File: src/rtl/serv_bus_arbiter_pkg.sv
// Shared definitions for the bus arbiter: state encoding, requester
// indices, the request bundle type and the error-read constant.
package serv_bus_arbiter_pkg;

    localparam logic [1:0] IDLE  = 2'd0;
    localparam logic [1:0] GNT_I = 2'd1;
    localparam logic [1:0] GNT_D = 2'd2;
    localparam logic [1:0] GNT_E = 2'd3;

    typedef enum logic [1:0] {
        ST_IDLE  = IDLE,
        ST_GNT_I = GNT_I,
        ST_GNT_D = GNT_D,
        ST_GNT_E = GNT_E
    } state_t;

    // Read data returned to a requester whose transaction timed out.
    localparam logic [31:0] ERR_RDT = 32'd0;

    // Requester slots; bit positions in the one-hot grant vector.
    localparam int REQ_I   = 0;
    localparam int REQ_D   = 1;
    localparam int REQ_E   = 2;
    localparam int NUM_REQ = 3;

    typedef struct packed {
        logic [31:0] adr;
        logic [31:0] dat;
        logic [3:0]  sel;
        logic        we;
        logic        cyc;
    } wb_req_t;

    // Grant decision made in IDLE. After an external grant the CPU gets the
    // next slot if it is asking; otherwise ext > dbus > ibus.
    function automatic state_t pick_winner(input logic last_ext,
                                           input logic ibus_cyc,
                                           input logic dbus_cyc,
                                           input logic ext_cyc);
        state_t w;
        w = ST_IDLE;
        if (last_ext && (dbus_cyc || ibus_cyc))
            w = dbus_cyc ? ST_GNT_D : ST_GNT_I;
        else if (ext_cyc)
            w = ST_GNT_E;
        else if (dbus_cyc)
            w = ST_GNT_D;
        else if (ibus_cyc)
            w = ST_GNT_I;
        return w;
    endfunction

endpackage

File: src/rtl/serv_bus_watchdog.sv
// Bus-timeout watchdog: counts granted cycles without ack and flags the
// last permitted cycle. TIMEOUT=0 disables it entirely.
module serv_bus_watchdog #(
    parameter int TIMEOUT = 255
) (
    input  logic clk,
    input  logic i_rst_n,
    input  logic i_start,
    input  logic i_active,
    input  logic i_ack,
    output logic o_expire
);

    // Guard against a zero-width counter when the watchdog is disabled.
    localparam int CW = (TIMEOUT > 0) ? $clog2(TIMEOUT + 1) : 1;
    localparam logic [CW-1:0] LIMIT = CW'((TIMEOUT > 0) ? TIMEOUT - 1 : 0);
    localparam logic [CW-1:0] SAT   = CW'(TIMEOUT);

    logic [CW-1:0] count_reg;

    // Clear on each new grant; count idle granted cycles, saturating at TIMEOUT.
    always_ff @(posedge clk) begin
        if (!i_rst_n)
            count_reg <= '0;
        else if (i_start)
            count_reg <= '0;
        else if (i_active && !i_ack && (count_reg != SAT))
            count_reg <= count_reg + 1'b1;
    end

    generate
        if (TIMEOUT == 0) begin : g_disabled
            assign o_expire = 1'b0;
        end else begin : g_enabled
            assign o_expire = i_active & (count_reg == LIMIT);
        end
    endgenerate

endmodule

File: src/rtl/serv_bus_arbiter.sv
// Shares one Wishbone master between the core's ibus, dbus and an external
// requester. Registered grant, combinational request/response muxing with
// zero added ack latency, and a watchdog that turns a hung slave into an
// error response.
module serv_bus_arbiter
    import serv_bus_arbiter_pkg::*;
#(
    parameter int TIMEOUT = 255
) (
    input  logic        clk,
    input  logic        i_rst_n,
    input  logic [31:0] i_ibus_adr,
    input  logic        i_ibus_cyc,
    output logic [31:0] o_ibus_rdt,
    output logic        o_ibus_ack,
    input  logic [31:0] i_dbus_adr,
    input  logic [31:0] i_dbus_dat,
    input  logic [3:0]  i_dbus_sel,
    input  logic        i_dbus_we,
    input  logic        i_dbus_cyc,
    output logic [31:0] o_dbus_rdt,
    output logic        o_dbus_ack,
    input  logic [31:0] i_ext_adr,
    input  logic [31:0] i_ext_dat,
    input  logic [3:0]  i_ext_sel,
    input  logic        i_ext_we,
    input  logic        i_ext_cyc,
    output logic [31:0] o_ext_rdt,
    output logic        o_ext_ack,
    output logic [31:0] o_wb_adr,
    output logic [31:0] o_wb_dat,
    output logic [3:0]  o_wb_sel,
    output logic        o_wb_we,
    output logic        o_wb_cyc,
    input  logic [31:0] i_wb_rdt,
    input  logic        i_wb_ack,
    output logic        o_timeout
);

    state_t               state_reg;
    logic                 last_ext_reg;
    state_t               winner;
    wb_req_t              req [NUM_REQ];
    wb_req_t              sel_req;
    logic [NUM_REQ-1:0]   gnt;
    logic                 granted;
    logic                 expire;
    logic                 timeout_fire;
    logic                 done;
    logic                 start;
    logic [NUM_REQ-1:0]   rsp_ack;
    logic [31:0]          rsp_rdt [NUM_REQ];

    // Normalise the three requesters; ibus is a read-only full-word fetch.
    assign req[REQ_I] = '{adr: i_ibus_adr, dat: 32'd0, sel: 4'hF, we: 1'b0, cyc: i_ibus_cyc};
    assign req[REQ_D] = '{adr: i_dbus_adr, dat: i_dbus_dat, sel: i_dbus_sel, we: i_dbus_we, cyc: i_dbus_cyc};
    assign req[REQ_E] = '{adr: i_ext_adr, dat: i_ext_dat, sel: i_ext_sel, we: i_ext_we, cyc: i_ext_cyc};

    assign gnt[REQ_I] = (state_reg == ST_GNT_I);
    assign gnt[REQ_D] = (state_reg == ST_GNT_D);
    assign gnt[REQ_E] = (state_reg == ST_GNT_E);
    assign granted    = |gnt;

    // Route the granted requester to the master port; all zero in IDLE.
    always_comb begin
        sel_req = '0;
        for (int k = 0; k < NUM_REQ; k++)
            if (gnt[k])
                sel_req = req[k];
    end

    // Decide the next owner from the current requests and fairness bit.
    always_comb begin
        winner = pick_winner(last_ext_reg, i_ibus_cyc, i_dbus_cyc, i_ext_cyc);
    end

    assign start = (state_reg == ST_IDLE) && (winner != ST_IDLE);

    serv_bus_watchdog #(
        .TIMEOUT (TIMEOUT)
    ) u_watchdog (
        .clk      (clk),
        .i_rst_n  (i_rst_n),
        .i_start  (start),
        .i_active (granted),
        .i_ack    (i_wb_ack),
        .o_expire (expire)
    );

    // A real ack beats the watchdog; an aborted requester gets no error ack.
    assign timeout_fire = granted & sel_req.cyc & expire & ~i_wb_ack;
    assign done         = i_wb_ack | timeout_fire | ~sel_req.cyc;

    assign o_wb_adr  = sel_req.adr;
    assign o_wb_dat  = sel_req.dat;
    assign o_wb_sel  = sel_req.sel;
    assign o_wb_we   = sel_req.we;
    assign o_wb_cyc  = sel_req.cyc & ~timeout_fire;
    assign o_timeout = timeout_fire;

    // Per-requester response: only the owner sees ack or read data.
    generate
        for (genvar gi = 0; gi < NUM_REQ; gi++) begin : g_rsp
            assign rsp_ack[gi] = gnt[gi] & (i_wb_ack | timeout_fire);
            assign rsp_rdt[gi] = (gnt[gi] && !timeout_fire) ? i_wb_rdt : ERR_RDT;
        end
    endgenerate

    assign o_ibus_ack = rsp_ack[REQ_I];
    assign o_ibus_rdt = rsp_rdt[REQ_I];
    assign o_dbus_ack = rsp_ack[REQ_D];
    assign o_dbus_rdt = rsp_rdt[REQ_D];
    assign o_ext_ack  = rsp_ack[REQ_E];
    assign o_ext_rdt  = rsp_rdt[REQ_E];

    // Grant FSM: IDLE picks a winner, a grant ends on ack, timeout or abort.
    always_ff @(posedge clk) begin
        if (!i_rst_n) begin
            state_reg    <= ST_IDLE;
            last_ext_reg <= 1'b0;
        end else begin
            case (state_reg)
                ST_IDLE: begin
                    if (winner != ST_IDLE) begin
                        state_reg    <= winner;
                        last_ext_reg <= (winner == ST_GNT_E);
                    end
                end
                default: begin
                    if (done)
                        state_reg <= ST_IDLE;
                end
            endcase
        end
    end

endmodule

File: config.mk
export PLATFORM = sky130hd
export DESIGN_NAME = serv_bus_arbiter
export DESIGN_NICKNAME = d
export VERILOG_FILES = /design/src/rtl/serv_bus_arbiter_pkg.sv /design/src/rtl/serv_bus_watchdog.sv /design/src/rtl/serv_bus_arbiter.sv
export SDC_FILE = /design/constraint.sdc
export NUM_CORES = 1
export LEC_CHECK = 0
export BUFFER_PORTS_ARGS = -buffer_cell sky130_fd_sc_hd__buf_2
export CAP_MARGIN = 20
export CELL_PAD_IN_SITES_DETAIL_PLACEMENT = 1
export CELL_PAD_IN_SITES_GLOBAL_PLACEMENT = 1
export CORE_AREA = 2 2 145 147
export CTS_CLUSTER_SIZE = 16
export DETAILED_ROUTE_END_ITERATION = 10
export DIE_AREA = 0 0 147 149
export PLACE_DENSITY_LB_ADDON = 0.1
export SLEW_MARGIN = 30
export SYNTH_ARGS = -nofsm -noshare
export SYNTH_HDL_FRONTEND = slang
export SYNTH_SLANG_ARGS = --single-unit
File: constraint.sdc
create_clock -name clk -period 1.74 [get_ports clk]
set_clock_uncertainty 0.1 [all_clocks]
set_input_delay 0.261 -clock clk [delete_from_list [all_inputs] [get_ports clk]]
set_output_delay 0.261 -clock clk [all_outputs]
set_load 0.03 [all_outputs]
* Word level (Yosys, flattened, before mapping)
Cells that the tools add are included.
** Storage, ports and cells
- Register bits :: 11
- Bits of input ports :: 208
- Logic and storage cells :: 56
** Operators by class
- $add $sub $neg :: 1
- Equality and inequality tests :: 7
- Mux-type cells :: 14
- Bitwise logic cells :: 14
- Reduce and logical (&&, ||, !) cells :: 17
** Operators by type and width (count)
- $mux 70 :: 3
- $mux 32 :: 3
- $mux 2 :: 7
- $add 8x1->8 const B :: 1
- $and 1x1->1 :: 8
- $eq 8x8->1 const B :: 1
- $ne 8x8->1 const B :: 1
- $logic_and 1x1->1 :: 7
- $eq 2x2->1 const B :: 3
- $not 1->1 :: 4
- $reduce_and 2->1 :: 2
- $reduce_bool 2->1 :: 2
- $reduce_or 3->1 :: 1
- $eq 2x1->1 const B :: 1
- $logic_not 1->1 :: 2
- $logic_not 2->1 :: 1
- $ne 2x1->1 const B :: 1
- $or 1x1->1 :: 2
- $reduce_or 2->1 :: 1
- $logic_or 1x1->1 :: 1
- $mux 1 :: 1

* Depth between registers and ports, before layout
- Word-level depth :: 11
- Gate-level depth with buffers :: 7
- Gate-level depth less buffers :: 6

* Cells and area by module
From an unflattened synthesis, not the netlist that was laid out.
** Second synthesis, totals
- Cell total of the unflattened synthesis :: 358
- Area, all modules :: 2802.7 µm²
** Modules (own cells, without submodules)
- serv_bus_arbiter :: instances 1, cells an instance 309, area an instance 2346.0 µm²
- serv_bus_watchdog :: instances 1, cells an instance 49, area an instance 456.7 µm²

* Least setup slack after synthesis
Ideal clock, no wire load.
- Kind :: register to output
- Start point :: reg state_reg[0]
- End point :: out o_wb_cyc
- Data arrival time :: 1.591 ns
- Required time :: 1.379 ns
- Path slack :: -0.212 ns
- Stages on the path, launching flop included :: 6
- Path buffers :: 2
- Cell sequence :: dfxtp_1 -> nor2b_1 -> clkbuf_1 -> clkbuf_1 -> nand2_1 -> a21oi_1
** Between the ends
- Cells in the longest elaborated chain, start to end :: 9
- Elaborated cells on any way between the ends :: 13
- Classes of those cells :: eq/ne: 3; mux: 3; bitwise: 6; reduce/logical: 1
** RTL lines
- start, declared :: RTL line serv_bus_arbiter.sv:40 : state_t state_reg;
- start signal, assigned :: RTL line serv_bus_arbiter.sv:125 : state_reg <= winner;
- $eq 2x1->1 :: RTL line serv_bus_arbiter.sv:59 : assign gnt[REQ_I] = (state_reg == ST_GNT_I);
- $mux 70 (3 in a row) :: RTL line serv_bus_arbiter.sv:68 : if (gnt[k])
- $and 1x1->1 (3 in a row) :: RTL line serv_bus_arbiter.sv:91 : assign timeout_fire = granted & sel_req.cyc & expire & ~i_wb_ack;
- $not 1->1 :: RTL line serv_bus_arbiter.sv:98 : assign o_wb_cyc = sel_req.cyc & ~timeout_fire;
- $and 1x1->1 (*) :: RTL line serv_bus_arbiter.sv:98
- end, declared :: RTL line serv_bus_arbiter.sv:34 : output logic o_wb_cyc,
Every way passes the cells marked *; elsewhere a longest branch is shown, timed or not.

* Final worst setup path
- Start point :: reg u_watchdog.count_reg[3]
- End point :: out o_ext_rdt[31]
** Between the ends
- Cells in the longest elaborated chain, start to end :: 7
** RTL lines
- start, declared :: RTL line serv_bus_watchdog.sv:19 : logic [CW-1:0] count_reg;
- start signal, assigned :: RTL line serv_bus_watchdog.sv:28 : count_reg <= count_reg + 1'b1;
- $eq 8x8->1 :: RTL line serv_bus_watchdog.sv:35 : assign o_expire = i_active & (count_reg == LIMIT);
- $and 1x1->1 :: RTL line serv_bus_watchdog.sv:35
- $and 1x1->1 (2 in a row) :: RTL line serv_bus_arbiter.sv:91
- $logic_not 1->1 :: RTL line serv_bus_arbiter.sv:105 : assign rsp_rdt[gi] = (gnt[gi] && !timeout_fire) ? i_wb_rdt : ERR_RDT;
- $logic_and 1x1->1 :: RTL line serv_bus_arbiter.sv:105
- $mux 32 :: RTL line serv_bus_arbiter.sv:105
- end, declared :: RTL line serv_bus_arbiter.sv:28 : output logic [31:0] o_ext_rdt,
Every way passes these cells.

==> results.sh <==
export IMPL_cp_end_kind="primary output"
export IMPL_synth_ff_type="dfxtp_1"
export IMPL_fin_crit_sh_pct=126
export IMPL_die_area_um2=21900
export IMPL_drive_gt1_share_pct=81.9
export IMPL_timing_fmax_mhz=455
export IMPL_start_kind="flip-flop"
export IMPL_antenna_found_initial=1
export IMPL_track_usage_pct=16.8
export IMPL_min_from="i_rst_n"
export IMPL_cp_arrival_ps=1840
export IMPL_antenna_diode_count=0
export IMPL_clkPwrFrac_pct=10.3
export IMPL_layout_commonest_cell="buf_2"
export IMPL_drt_antenna_violating_nets=0
export IMPL_reg2reg_depth=9
export IMPL_leakage_uw=0.00367
export IMPL_overflow=0
export IMPL_setup_ws_ps=-457
export IMPL_regArea_um2=230
export IMPL_yosys_warnings=0
export IMPL_cp_required_ps=1380
export IMPL_synthMuxAreaShare_pct=26.4
export IMPL_stdcell_count=1055
export IMPL_r2r_slack_ps=-120
export IMPL_path_class="flip-flop to primary output"
export IMPL_port_buffer_count=377
export IMPL_dpl_hpwl_um=14800
export IMPL_dpl_worst_slack_ps=-273
export IMPL_irDropWorstVdd_mv=0.367
export IMPL_synth_fa_ha_area_share_pct=0.927
export IMPL_nFillCells=2381
export IMPL_hold_class="input pin to flip-flop"
export IMPL_p_comb_share_pct=82.8
export IMPL_dp_cells=1015
export IMPL_slowest_delay_ps=390
export IMPL_maxSlewHeadroom_pct=76.4
export IMPL_cp_max_fo=32
export IMPL_r2r_start="state_reg[0]"
export IMPL_cts_tree="done"
export IMPL_area_growth_pct=177
export IMPL_syn_area_um2=2700
export IMPL_syn_inst=356
export IMPL_clock_sinks=11
export IMPL_drc=0
export IMPL_synth_area_per_cell_um2=7.58
export IMPL_p_int_uw=2320
export IMPL_final_setup_viol_count=180
export IMPL_core_area_um2=20600
export IMPL_initial_utilization_pct=13.1
export IMPL_vias=4419
export IMPL_synth_top_family_by_area="simple AND/OR/NAND/NOR gates"
export IMPL_multiInputGateArea_um2=2910
export IMPL_htreeDepth=1
export IMPL_maxCapViolations=0
export IMPL_syn_nets=566
export IMPL_switching_share_pct=43.3
export IMPL_hold_viol_final=0
export IMPL_grt_pass1_wl_um=28700
export IMPL_drv_slew=0
export IMPL_power_switching_uw=1770
export IMPL_largest_register_ffs=8
export IMPL_ys_types=38
export IMPL_cp_slowest_cell="dfxtp_1"
export IMPL_synth_edf_count=0
export IMPL_cts_inserted_buffers=3
export IMPL_hold_buffers=0
export IMPL_vias_per_cell=4.19
export IMPL_synth_seq_area_share_pct=8.16
export IMPL_grt_pass1_vias=4857
export IMPL_rr_endpoint="u_watchdog.count_reg[7]"
export IMPL_routedWlPerCell_um=18.9
export IMPL_synth_xor_area_share_pct=0.973
export IMPL_powerDensity_nw_per_um2=545
export IMPL_synth_compound_area_share_pct=17.1
export IMPL_gp_congestion=0.823
export IMPL_clk_pin_slew_ps=40
export IMPL_tns_ps=-61320
export IMPL_clock_path_buffers=2
export IMPL_wirelength_um=20000
export IMPL_hold_end="state_reg[0]"
export IMPL_finalCriticalPeriod_ps=2200
export IMPL_grt_setup_unrepaired="true"
export IMPL_min_delay_path_depth=2
export IMPL_cts_root_buf="clkbuf_16"
export IMPL_worst_pin_slew_ps=354
export IMPL_violations="negative setup slack"
export IMPL_final_nets=991
export IMPL_die_h_um=149
export IMPL_status="finished with violations"
export IMPL_seqPwrFrac_pct=6.9
export IMPL_drt_iter0_drc=74
export IMPL_final_cell_mix="207 x buf_2, 146 x buf_6, 95 x and2_4"
export IMPL_cp_cell_sequence="nand4_4 -> nor3_4 -> buf_4 -> a21oi_2 -> buf_12 -> and2_2 -> buf_6"
export IMPL_die_x_um=147
export IMPL_synthSimpleGateAreaFrac_pct=40.5
export IMPL_grt_max_degree=45
export IMPL_row_count=53
export IMPL_firstDrtPassIters=4
export IMPL_clk_latency_ps=240
export IMPL_io_pins=378
export IMPL_async_flop_share_pct=0
export IMPL_ys_ff_latch=11
how the worst max path moves through the flow:
stage,to,slack (ps),cells after the start,from
6_report,o_ext_rdt[31],-460,7,u_watchdog.count_reg[3]
3_3_place_gp,o_ext_rdt[29],-240,7,i_dbus_cyc
5_1_grt,o_ext_rdt[31],-550,9,u_watchdog.count_reg[0]
3_5_place_dp,o_ext_rdt[30],-270,7,i_dbus_cyc
4_1_cts,o_ext_rdt[30],-470,6,state_reg[0]
2_1_floorplan,o_ext_rdt[10],-50,5,state_reg[0]
worst max-delay path, delay by kind of cell, from the launching register on:
family | cells | cell delay, ps
AND/OR/NAND/NOR | 3 | 650
buffers and inverters | 3 | 470
flip-flops | 1 | 390
AO/OA/AOI/OAI | 1 | 60
power groups by stage:
stage / Sequential, uW / Clock, uW / Combinational [uW]
global placement: 283 / 0 / 2370
global route: 283 / 445 / 3550
finish: 281 / 422 / 3380
CTS: 281 / 433 / 3280
floorplan: 282 / 0 / 1530
detailed placement: 284 / 0 / 2400
Yosys cell counts, drive strengths merged (2+ instances only):
cell type / number / area [um2]
clkbuf: 11 / 41.3
nor3: 4 / 31.3
ha: 2 / 25.0
and3: 3 / 18.8
a311oi: 2 / 17.5
nand3: 4 / 20.0
and2: 99 / 619
nand2b: 3 / 18.8
o21a: 2 / 15.0
a21oi: 15 / 82.6
dfxtp: 11 / 220
a31oi: 2 / 12.5
mux2: 33 / 372
a22o: 33 / 289
nand4: 5 / 37.5
mux2i: 34 / 340
nand2: 6 / 22.5
nor2b: 34 / 213
xor2: 2 / 17.5
buf: 20 / 115
nor2: 18 / 67.6
layer usage:
layer | track usage [%] | up-vias | wire length (um)
met5 | 0 | - | 0
met4 | 3.61 | 0 | 361
met3 | 3.21 | 18 | 1330
met2 | 34.6 | 226 | 11500
met1 | 17.4 | 2075 | 6810
li1 | - | 2100 | -
metrics by stage:
step,hold WS (ps),cell area (um2),total power (uW),utilization [%]
global route,203,7490,4280,36.4
global placement,419,5410,2650,26.3
floorplan,278,2980,1810,-
finish,191,7490,4080,36.4
detailed placement,421,5410,2680,26.3
CTS,192,7190,4000,35.0
what timing repair did:
item                       4_1_cts  5_1_grt
gates cloned                    14        1
setup endpoints to repair      173      181
setup buffers                   20        5
pin swaps                       30       39
resized for setup              347       86
final cells by class:
cell class              instances  share of cell area (%)
well taps                     275                    4.59
inverters                       1                  0.0501
multi-input cells             313                    38.8
flip-flops and latches         11                    3.07
repair buffers                451                    52.4
clock buffers                   4                    1.05
logic make-up after synthesis:
kind of cell / count (synthesis)
AOI/OAI and AO/OA: 60
xor gates and xnor gates: 3
adders and majority gates: 2
buffers and inverters: 32
DFF: 11
muxes: 67
and+or+nand+nor: 181
No activity file was read; power rests on OpenSTA's default activity.
